### src/rtl/tetris_piece_engine_pkg.sv
// Shared types, the orientation-0 shape offset table and the board bounds test
// for the falling-piece engine.
package tetris_piece_engine_pkg;

    typedef enum logic [2:0] {
        CMD_SPAWN  = 3'd0,
        CMD_LEFT   = 3'd1,
        CMD_RIGHT  = 3'd2,
        CMD_DOWN   = 3'd3,
        CMD_ROTATE = 3'd4
    } cmd_e;

    typedef enum logic [2:0] {
        SH_I = 3'd0,
        SH_O = 3'd1,
        SH_T = 3'd2,
        SH_S = 3'd3,
        SH_Z = 3'd4,
        SH_J = 3'd5,
        SH_L = 3'd6
    } shape_e;

    // One 16-bit row per shape: nibble k = {dx[1:0], dy[1:0]} of cell k, cell 1 is the pivot.
    function automatic logic [15:0] shape_row(input shape_e s);
        logic [15:0] row;
        case (s)
            SH_I:    row = 16'hC840;
            SH_O:    row = 16'h5140;
            SH_T:    row = 16'h5840;
            SH_S:    row = 16'h1854;
            SH_Z:    row = 16'h9450;
            SH_J:    row = 16'h9840;
            SH_L:    row = 16'h1840;
            default: row = 16'hC840;
        endcase
        return row;
    endfunction

    function automatic logic cell_in_bounds(input int x, input int y, input int cols, input int rows);
        return (x >= 32'sd0) && (x < cols) && (y >= 32'sd0) && (y < rows);
    endfunction

endpackage

### src/rtl/tetris_piece_engine_if.sv
// Command handshake, board-occupancy query and piece-state bus between the
// game controller and the piece engine.
interface tetris_piece_engine_if #(
    parameter int XW = 5,
    parameter int YW = 6
);
    logic              cmd_valid;
    logic              cmd_ready;
    logic [2:0]        cmd;
    logic [2:0]        spawn_shape;
    logic [XW-1:0]     occ_x;
    logic [YW-1:0]     occ_y;
    logic              occ_hit;
    logic              done;
    logic              accepted;
    logic              landed;
    logic              game_over;
    logic [4*XW-1:0]   cell_x;
    logic [4*YW-1:0]   cell_y;
    logic [2:0]        shape;
    logic [1:0]        orient;

    modport master (
        output cmd_valid, cmd, spawn_shape, occ_hit,
        input  cmd_ready, occ_x, occ_y, done, accepted, landed, game_over,
               cell_x, cell_y, shape, orient
    );

    modport slave (
        input  cmd_valid, cmd, spawn_shape, occ_hit,
        output cmd_ready, occ_x, occ_y, done, accepted, landed, game_over,
               cell_x, cell_y, shape, orient
    );
endinterface

### src/rtl/tetris_piece_engine_candidate.sv
// Combinational next-position generator: current piece + command -> candidate
// cells (signed, one guard bit), shape and orientation.
module tetris_piece_engine_candidate
    import tetris_piece_engine_pkg::*;
#(
    parameter int XW      = 5,
    parameter int YW      = 6,
    parameter int SPAWN_X = 3
) (
    input  logic [4*XW-1:0]     cur_x,
    input  logic [4*YW-1:0]     cur_y,
    input  shape_e              cur_shape,
    input  logic [1:0]          cur_orient,
    input  cmd_e                cmd,
    input  logic [2:0]          spawn_shape,
    output logic [4*(XW+1)-1:0] cand_x,
    output logic [4*(YW+1)-1:0] cand_y,
    output shape_e              cand_shape,
    output logic [1:0]          cand_orient
);
    localparam int CXW = XW + 1;
    localparam int CYW = YW + 1;

    // Per-cell move / rotate / spawn arithmetic, done in int and truncated to the guard width
    always_comb begin
        int px;
        int py;
        int cx;
        int cy;
        int nx;
        int ny;
        logic [15:0] row;
        shape_e sp;
        px  = int'(cur_x[XW +: XW]);
        py  = int'(cur_y[YW +: YW]);
        sp  = (spawn_shape == 3'd7) ? SH_I : shape_e'(spawn_shape);
        row = shape_row(sp);
        cx  = 32'sd0;
        cy  = 32'sd0;
        nx  = 32'sd0;
        ny  = 32'sd0;
        cand_x = {(4*CXW){1'b0}};
        cand_y = {(4*CYW){1'b0}};
        for (int k = 0; k < 4; k++) begin
            cx = int'(cur_x[k*XW +: XW]);
            cy = int'(cur_y[k*YW +: YW]);
            nx = cx;
            ny = cy;
            case (cmd)
                CMD_SPAWN: begin
                    nx = int'(row[k*4+2 +: 2]) + SPAWN_X;
                    ny = int'(row[k*4 +: 2]);
                end
                CMD_LEFT:  nx = cx - 32'sd1;
                CMD_RIGHT: nx = cx + 32'sd1;
                CMD_DOWN:  ny = cy + 32'sd1;
                CMD_ROTATE: begin
                    if (cur_shape != SH_O) begin
                        nx = px - (cy - py);
                        ny = py + (cx - px);
                    end else begin
                        nx = cx;
                        ny = cy;
                    end
                end
                default: begin
                    nx = cx;
                    ny = cy;
                end
            endcase
            cand_x[k*CXW +: CXW] = CXW'(nx);
            cand_y[k*CYW +: CYW] = CYW'(ny);
        end
        case (cmd)
            CMD_SPAWN: begin
                cand_shape  = sp;
                cand_orient = 2'd0;
            end
            CMD_ROTATE: begin
                cand_shape  = cur_shape;
                cand_orient = (cur_shape == SH_O) ? cur_orient : cur_orient + 2'd1;
            end
            default: begin
                cand_shape  = cur_shape;
                cand_orient = cur_orient;
            end
        endcase
    end

endmodule

### src/rtl/tetris_piece_engine.sv
// Active-tetromino owner: accepts one command at a time, probes the four candidate
// cells against bounds and board occupancy, then commits or rejects atomically.
module tetris_piece_engine
    import tetris_piece_engine_pkg::*;
#(
    parameter int COLS    = 10,
    parameter int ROWS    = 20,
    parameter int XW      = 5,
    parameter int YW      = 6,
    parameter int SPAWN_X = 3
) (
    input logic                  clk,
    input logic                  rst,
    tetris_piece_engine_if.slave bus
);
    localparam int CXW = XW + 1;
    localparam int CYW = YW + 1;

    localparam logic [2:0] S_IDLE    = 3'd0;
    localparam logic [2:0] S_CALC    = 3'd1;
    localparam logic [2:0] S_CHK0    = 3'd2;
    localparam logic [2:0] S_CHK1    = 3'd3;
    localparam logic [2:0] S_CHK2    = 3'd4;
    localparam logic [2:0] S_CHK3    = 3'd5;
    localparam logic [2:0] S_RESOLVE = 3'd6;

    logic [2:0]             state_r;
    cmd_e                   cmd_r;
    logic [2:0]             spawn_shape_r;
    logic                   reject_r;
    logic                   fail_r;
    logic [4*CXW-1:0]       cand_x_r;
    logic [4*CXW-1:0]       cand_x_s;
    logic [4*CYW-1:0]       cand_y_r;
    logic [4*CYW-1:0]       cand_y_s;
    shape_e                 cand_shape_r;
    shape_e                 cand_shape_s;
    logic [1:0]             cand_orient_r;
    logic [1:0]             cand_orient_s;
    logic [4*XW-1:0]        cell_x_r;
    logic [4*YW-1:0]        cell_y_r;
    shape_e                 shape_r;
    logic [1:0]             orient_r;
    logic                   piece_valid_r;
    logic                   game_over_r;
    logic                   done_r;
    logic                   accepted_r;
    logic                   landed_r;
    logic                   cmd_ready_r;
    logic [XW-1:0]          occ_x_r;
    logic [XW-1:0]          occ_x_s;
    logic [YW-1:0]          occ_y_r;
    logic [YW-1:0]          occ_y_s;
    logic                   chk_act_s;
    logic [1:0]             chk_idx_s;
    logic                   probe_act_s;
    logic                   probe_fresh_s;
    logic [1:0]             probe_idx_s;
    logic signed [CXW-1:0]  chk_x_s;
    logic signed [CYW-1:0]  chk_y_s;
    logic signed [CXW-1:0]  probe_x_s;
    logic signed [CYW-1:0]  probe_y_s;
    logic                   cell_fail_s;
    logic                   final_fail_s;

    tetris_piece_engine_candidate #(
        .XW      (XW),
        .YW      (YW),
        .SPAWN_X (SPAWN_X)
    ) u_candidate (
        .cur_x       (cell_x_r),
        .cur_y       (cell_y_r),
        .cur_shape   (shape_r),
        .cur_orient  (orient_r),
        .cmd         (cmd_r),
        .spawn_shape (spawn_shape_r),
        .cand_x      (cand_x_s),
        .cand_y      (cand_y_s),
        .cand_shape  (cand_shape_s),
        .cand_orient (cand_orient_s)
    );

    // Which cell is checked this cycle, and which cell is presented on occ_x/occ_y next cycle
    always_comb begin
        chk_act_s     = 1'b0;
        chk_idx_s     = 2'd0;
        probe_act_s   = 1'b0;
        probe_fresh_s = 1'b0;
        probe_idx_s   = 2'd0;
        case (state_r)
            S_CALC: begin
                probe_act_s   = 1'b1;
                probe_fresh_s = 1'b1;
            end
            S_CHK0: begin
                chk_act_s   = 1'b1;
                probe_act_s = 1'b1;
                probe_idx_s = 2'd1;
            end
            S_CHK1: begin
                chk_act_s   = 1'b1;
                chk_idx_s   = 2'd1;
                probe_act_s = 1'b1;
                probe_idx_s = 2'd2;
            end
            S_CHK2: begin
                chk_act_s   = 1'b1;
                chk_idx_s   = 2'd2;
                probe_act_s = 1'b1;
                probe_idx_s = 2'd3;
            end
            S_CHK3: begin
                chk_act_s = 1'b1;
                chk_idx_s = 2'd3;
            end
            default: begin
                chk_act_s   = 1'b0;
                probe_act_s = 1'b0;
            end
        endcase
    end

    // Cell failure test and next occupancy query; out-of-bounds cells query (0,0)
    always_comb begin
        chk_x_s = cand_x_r[int'(chk_idx_s)*CXW +: CXW];
        chk_y_s = cand_y_r[int'(chk_idx_s)*CYW +: CYW];
        if (probe_fresh_s) begin
            probe_x_s = cand_x_s[0 +: CXW];
            probe_y_s = cand_y_s[0 +: CYW];
        end else begin
            probe_x_s = cand_x_r[int'(probe_idx_s)*CXW +: CXW];
            probe_y_s = cand_y_r[int'(probe_idx_s)*CYW +: CYW];
        end
        cell_fail_s = chk_act_s &&
                      (!cell_in_bounds(int'(chk_x_s), int'(chk_y_s), COLS, ROWS) || bus.occ_hit);
        if (probe_act_s && cell_in_bounds(int'(probe_x_s), int'(probe_y_s), COLS, ROWS)) begin
            occ_x_s = probe_x_s[XW-1:0];
            occ_y_s = probe_y_s[YW-1:0];
        end else begin
            occ_x_s = {XW{1'b0}};
            occ_y_s = {YW{1'b0}};
        end
        final_fail_s = fail_r | cell_fail_s | reject_r;
    end

    // Command FSM, candidate capture, commit and status flags
    always_ff @(posedge clk or posedge rst) begin
        if (rst) begin
            state_r       <= S_IDLE;
            cmd_r         <= CMD_SPAWN;
            spawn_shape_r <= 3'd0;
            reject_r      <= 1'b0;
            fail_r        <= 1'b0;
            cand_x_r      <= {(4*CXW){1'b0}};
            cand_y_r      <= {(4*CYW){1'b0}};
            cand_shape_r  <= SH_I;
            cand_orient_r <= 2'd0;
            cell_x_r      <= {(4*XW){1'b0}};
            cell_y_r      <= {(4*YW){1'b0}};
            shape_r       <= SH_I;
            orient_r      <= 2'd0;
            piece_valid_r <= 1'b0;
            game_over_r   <= 1'b0;
            done_r        <= 1'b0;
            accepted_r    <= 1'b0;
            landed_r      <= 1'b0;
            cmd_ready_r   <= 1'b1;
        end else begin
            case (state_r)
                S_IDLE: begin
                    if (bus.cmd_valid && cmd_ready_r) begin
                        cmd_r         <= cmd_e'(bus.cmd);
                        spawn_shape_r <= bus.spawn_shape;
                        reject_r      <= (bus.cmd != 3'd0) &&
                                         (!piece_valid_r || game_over_r || (bus.cmd > 3'd4));
                        fail_r        <= 1'b0;
                        cmd_ready_r   <= 1'b0;
                        state_r       <= S_CALC;
                    end else begin
                        state_r <= S_IDLE;
                    end
                end
                S_CALC: begin
                    cand_x_r      <= cand_x_s;
                    cand_y_r      <= cand_y_s;
                    cand_shape_r  <= cand_shape_s;
                    cand_orient_r <= cand_orient_s;
                    state_r       <= S_CHK0;
                end
                S_CHK0, S_CHK1, S_CHK2: begin
                    fail_r  <= fail_r | cell_fail_s;
                    state_r <= state_r + 3'd1;
                end
                S_CHK3: begin
                    done_r     <= 1'b1;
                    accepted_r <= !final_fail_s;
                    landed_r   <= final_fail_s && (cmd_r == CMD_DOWN);
                    // A blocked spawn still places the piece so the final board can be shown
                    if (!final_fail_s || (cmd_r == CMD_SPAWN)) begin
                        for (int k = 0; k < 4; k++) begin
                            cell_x_r[k*XW +: XW] <= cand_x_r[k*CXW +: XW];
                            cell_y_r[k*YW +: YW] <= cand_y_r[k*CYW +: YW];
                        end
                        shape_r  <= cand_shape_r;
                        orient_r <= cand_orient_r;
                    end
                    if (cmd_r == CMD_SPAWN) begin
                        piece_valid_r <= 1'b1;
                        if (final_fail_s) begin
                            game_over_r <= 1'b1;
                        end
                    end
                    state_r <= S_RESOLVE;
                end
                S_RESOLVE: begin
                    done_r      <= 1'b0;
                    accepted_r  <= 1'b0;
                    landed_r    <= 1'b0;
                    cmd_ready_r <= 1'b1;
                    state_r     <= S_IDLE;
                end
                default: begin
                    cmd_ready_r <= 1'b1;
                    state_r     <= S_IDLE;
                end
            endcase
        end
    end

    // Registered occupancy query address
    always_ff @(posedge clk or posedge rst) begin
        if (rst) begin
            occ_x_r <= {XW{1'b0}};
            occ_y_r <= {YW{1'b0}};
        end else begin
            occ_x_r <= occ_x_s;
            occ_y_r <= occ_y_s;
        end
    end

    assign bus.cmd_ready = cmd_ready_r;
    assign bus.occ_x     = occ_x_r;
    assign bus.occ_y     = occ_y_r;
    assign bus.done      = done_r;
    assign bus.accepted  = accepted_r;
    assign bus.landed    = landed_r;
    assign bus.game_over = game_over_r;
    assign bus.cell_x    = cell_x_r;
    assign bus.cell_y    = cell_y_r;
    assign bus.shape     = shape_r;
    assign bus.orient    = orient_r;

endmodule

### src/flat_wrapper.sv
// flat-port wrapper written by rule: the top's interface ports become plain ports
module tetris_piece_engine_flat import tetris_piece_engine_pkg::*;
#(
    parameter int COLS    = 10,
    parameter int ROWS    = 20,
    parameter int XW      = 5,
    parameter int YW      = 6,
    parameter int SPAWN_X = 3
)
  (clk, rst, bus_cmd_valid, bus_cmd, bus_spawn_shape, bus_occ_hit, bus_cmd_ready, bus_occ_x, bus_occ_y, bus_done, bus_accepted, bus_landed, bus_game_over, bus_cell_x, bus_cell_y, bus_shape, bus_orient);
  tetris_piece_engine_if #(.XW(XW), .YW(YW)) bus_i ();
  input logic clk;
  input logic rst;
  input wire logic [$bits(bus_i.cmd_valid)-1:0] bus_cmd_valid;
  input wire logic [$bits(bus_i.cmd)-1:0] bus_cmd;
  input wire logic [$bits(bus_i.spawn_shape)-1:0] bus_spawn_shape;
  input wire logic [$bits(bus_i.occ_hit)-1:0] bus_occ_hit;
  output wire logic [$bits(bus_i.cmd_ready)-1:0] bus_cmd_ready;
  output wire logic [$bits(bus_i.occ_x)-1:0] bus_occ_x;
  output wire logic [$bits(bus_i.occ_y)-1:0] bus_occ_y;
  output wire logic [$bits(bus_i.done)-1:0] bus_done;
  output wire logic [$bits(bus_i.accepted)-1:0] bus_accepted;
  output wire logic [$bits(bus_i.landed)-1:0] bus_landed;
  output wire logic [$bits(bus_i.game_over)-1:0] bus_game_over;
  output wire logic [$bits(bus_i.cell_x)-1:0] bus_cell_x;
  output wire logic [$bits(bus_i.cell_y)-1:0] bus_cell_y;
  output wire logic [$bits(bus_i.shape)-1:0] bus_shape;
  output wire logic [$bits(bus_i.orient)-1:0] bus_orient;
  assign bus_i.cmd_valid = bus_cmd_valid;
  assign bus_i.cmd = bus_cmd;
  assign bus_i.spawn_shape = bus_spawn_shape;
  assign bus_i.occ_hit = bus_occ_hit;
  assign bus_cmd_ready = bus_i.cmd_ready;
  assign bus_occ_x = bus_i.occ_x;
  assign bus_occ_y = bus_i.occ_y;
  assign bus_done = bus_i.done;
  assign bus_accepted = bus_i.accepted;
  assign bus_landed = bus_i.landed;
  assign bus_game_over = bus_i.game_over;
  assign bus_cell_x = bus_i.cell_x;
  assign bus_cell_y = bus_i.cell_y;
  assign bus_shape = bus_i.shape;
  assign bus_orient = bus_i.orient;
  tetris_piece_engine #(.COLS(COLS), .ROWS(ROWS), .XW(XW), .YW(YW), .SPAWN_X(SPAWN_X)) u_core (.clk(clk), .rst(rst), .bus(bus_i));
endmodule
### config.mk
export PLATFORM = sky130hd
export DESIGN_NAME = tetris_piece_engine_flat
export DESIGN_NICKNAME = d
export VERILOG_FILES = /design/src/rtl/tetris_piece_engine_pkg.sv /design/src/rtl/tetris_piece_engine_if.sv /design/src/rtl/tetris_piece_engine_candidate.sv /design/src/rtl/tetris_piece_engine.sv /design/src/flat_wrapper.sv
export SDC_FILE = /design/constraint.sdc
export NUM_CORES = 1
export LEC_CHECK = 0
export BUFFER_PORTS_ARGS = -buffer_cell sky130_fd_sc_hd__buf_4
export CAP_MARGIN = 0
export CORE_ASPECT_RATIO = 0.7
export CORE_MARGIN = 5
export CORE_UTILIZATION = 45
export DETAILED_ROUTE_END_ITERATION = 7
export PLACE_DENSITY = 0.67
export SKIP_LAST_GASP = 1
export SYNTH_ARGS = -nofsm -noshare
export SYNTH_HDL_FRONTEND = slang
export SYNTH_SLANG_ARGS = --single-unit
### constraint.sdc
create_clock -name clk -period 5.23 [get_ports clk]
set_clock_uncertainty 0.1 [all_clocks]
set_input_delay 0.7845 -clock clk [delete_from_list [all_inputs] [get_ports clk]]
set_output_delay 0.7845 -clock clk [all_outputs]
set_load 0.01 [all_outputs]
==> impl_metrics.ini <==
[die]
pin_count = 75
initial_utilization = 0.454
die_h_um = 136
die_w_um = 190
rows = 46
die_area_mm2 = 0.0259
core_area_mm2 = 0.0225

[global_routing]
antenna_found_initial = 0
grt_pass1_wl_um = 53000
grt_use_total = 0.270
grt_pass1_vias = 8752
overflow = 0
grt_max_degree = 97

[finish]
n_fill_cell = 2080
ff_latch_area_mm2 = 0.00335
drive_gt1_frac = 0.155
multi_input_area_mm2 = 0.00638
n_antenna_cell = 0
layout_common_cells = dfrtp_1, nand2_1, buf_4, nor2_1, ha_1
area_growth_pct = 14.3
final_common_cell = dfrtp_1
final_nets = 1306

[logic_synthesis]
synth_warnings = 0
synth_area_mm2 = 0.0102
syn_area_per_cell_um2 = 9.09
synthArstFlopShare = 1.00
postSynthCellCount = 1124
ys_ff_latch = 134
synthFlopType = dfrtp_1
synth-edff-count = 0
synth_cell_types = 79
ys_seq_area_frac = 0.328

[clock_network]
clk_pin_slew_ns = 0.07
htreeDepth = 4
cts_sinks = 134
ctsResizeCount = 0
root_buffer = clkbuf_16
postCtsHoldBufs = 0
cts_made_buffers = 17
postCtsSetupBuffers = 0
cts_tree = done
clk_latency_ns = 0.45
cts_max_path_buffers = 2

[drt]
drc_errors = 0
dr.pass1.iters = 6
vias = 9122
viasPerCell = 6.05
final_antenna_net_count = 0
wl_um = 34200
wl_per_cell_um = 22.7
drtIter0Drc = 1126

[min_path]
hold_path_class = register to register
min_to = u_core.piece_valid_r$_DFFE_PP0P_
worstHoldStart = u_core.piece_valid_r$_DFFE_PP0P_
whs_path_depth = 1

[critical_path]
rr_startpoint = u_core.cmd_r[0]$_DFFE_PP0P_
regToRegEndpoint = u_core.bus.occ_y[0]$_DFF_PP0_
r2r_slack_ns = 1.07
endpoint_kind = register
cp.required_ns = 5.46
ff2ff_path_depth = 11
crit_type = register to register
worstPathArrival_ns = 4.39
start_kind = register
critPathMaxFanout = 21

[power_and_ir_drop]
p_sw_frac = 0.506
pwr-share-clk = 0.134
comb_power_share = 0.641
powerDensity_mw_per_mm2 = 779
ir_worst_vdd_mv = 0.325
pwr-share-seq = 0.225
switchingPower_mw = 4.60
p_int_mw = 4.50
p_leak_nw = 5.36

[status]
status = completed

[sta]
finalHoldViolations = 0
fin_ws_ns = 1.07
slew_headroom = 0.242
final-max-slew-violation-count = 0
min_period_ns = 4.16
rsz0062_at_grt = no
period_share = 0.795
tns_ns = 0
setup_viol = 0
fmax_mhz = 240
tightest_slew_ns = 1.13

[placed_design]
post-place-ws_ns = 1.24
place_congestion = 0.950
hpwl_um = 25700
io_buffers = 74

[job]
cap_violations = 0
layout make-up:
cell class | instances | share of cell area
Timing Repair Buffer | 89 | 0.0572
Clock buffer | 17 | 0.0364
Inverter | 78 | 0.0255
Tap cell | 312 | 0.0334
Clock inverter | 15 | 0.0138
Sequential cell | 134 | 0.287
Multi-Input combinational cell | 863 | 0.546
routing by layer:
metal / global-route usage / vias to the layer above / wire length [um]
met5: 0 / - / 0
met4: 0.0618 / 0 / 672
met3: 0.0588 / 55 / 3590
met2: 0.395 / 530 / 14200
met1: 0.408 / 4396 / 15800
li1: - / 4141 / -
flip-flops by register name (all words and copies together) (netlist names), 5 cells and up:
name               count
u_core.bus.occ_x       5
u_core.bus.cell_x     20
u_core.cand_y_r       28
u_core.cand_x_r       24
u_core.bus.occ_y       6
u_core.bus.cell_y     24
cell families after synthesis:
kind of cell,Yosys count,share of synthesized area
simple gates,316,0.146
compound gates,300,0.190
flops,134,0.328
buf+inv,128,0.0496
fa+ha+maj,115,0.159
mux,73,0.0783
xor+xnor,57,0.0488
other cells,1,0.000367
stage by stage:
step,total power [mW],hold slack [ns],std cells,utilization,instance area (um2)
after floorplan,6.24,0.320,1125,-,10200
after global placement,7.61,0.337,1476,0.493,11100
after detailed placement,7.73,0.340,1476,0.493,11100
after CTS,9.01,0.355,1508,0.519,11700
after global routing,9.80,0.392,1508,0.519,11700
final,9.10,0.358,1508,0.519,11700
cell usage after synthesis (6+ instances only):
cell type  count  share of area
a211oi_1       7         0.0051
mux2_1        15          0.017
o221ai_1      11         0.0094
nand2_1      107          0.039
o22ai_1       13         0.0080
xor2_1        20          0.017
mux2_2        41          0.045
nor3_1        17         0.0083
dfrtp_1      133           0.33
a222oi_1       8         0.0078
nor2b_1       11         0.0067
buf_2          6         0.0029
o21ai_0       77          0.038
a221oi_1       9         0.0077
nand2b_1      14         0.0086
ha_1          88           0.11
o21a_1         6         0.0044
o21bai_1      12         0.0088
a21o_1        19          0.014
inv_1         77          0.028
fa_1          25          0.049
clkbuf_1      35          0.013
a22oi_1        6         0.0044
nand4_1       10         0.0061
a21oi_1       74          0.036
nor4_1         8         0.0049
xnor2_1       37          0.032
a31oi_1       11         0.0067
nand3_1       24          0.012
mux2i_1       17          0.017
nor2_1        88          0.032
worst max path at each step:
stage                                           startpoint                         endpoint
after floorplan                                        rst  u_core.bus.accepted$_DFFE_PP0P_
after detailed placement       u_core.cmd_r[0]$_DFFE_PP0P_    u_core.bus.occ_y[0]$_DFF_PP0_
final                          u_core.cmd_r[0]$_DFFE_PP0P_    u_core.bus.occ_y[0]$_DFF_PP0_
after global routing           u_core.cmd_r[0]$_DFFE_PP0P_    u_core.bus.occ_y[0]$_DFF_PP0_
after global placement    u_core.bus.cell_x[6]$_DFFE_PP0P_    u_core.bus.occ_y[1]$_DFF_PP0_
after CTS                      u_core.cmd_r[0]$_DFFE_PP0P_    u_core.bus.occ_y[0]$_DFF_PP0_
power by group through the flow:
stage / Sequential, mW / Combinational [mW] / Clock [mW]
3_5_place_dp: 2.04 / 5.69 / 0
4_1_cts: 2.02 / 5.74 / 1.25
2_1_floorplan: 1.77 / 4.46 / 0
5_1_grt: 2.09 / 6.43 / 1.29
6_report: 2.05 / 5.83 / 1.22
3_3_place_gp: 2.02 / 5.59 / 0
worst max-delay path, stage by stage, from the launching register on:
cell      delay (ns)
dfrtp_1         0.70
nand2b_1        0.24
or2_1           0.73
inv_2           0.26
fa_1            0.47
xor2_1          0.24
a22oi_1         0.11
o221ai_1        0.32
o41ai_1         0.23
nor2_1          0.19
nor2_1          0.12
nor4_1          0.30
(Power assumes the default switching activity.)
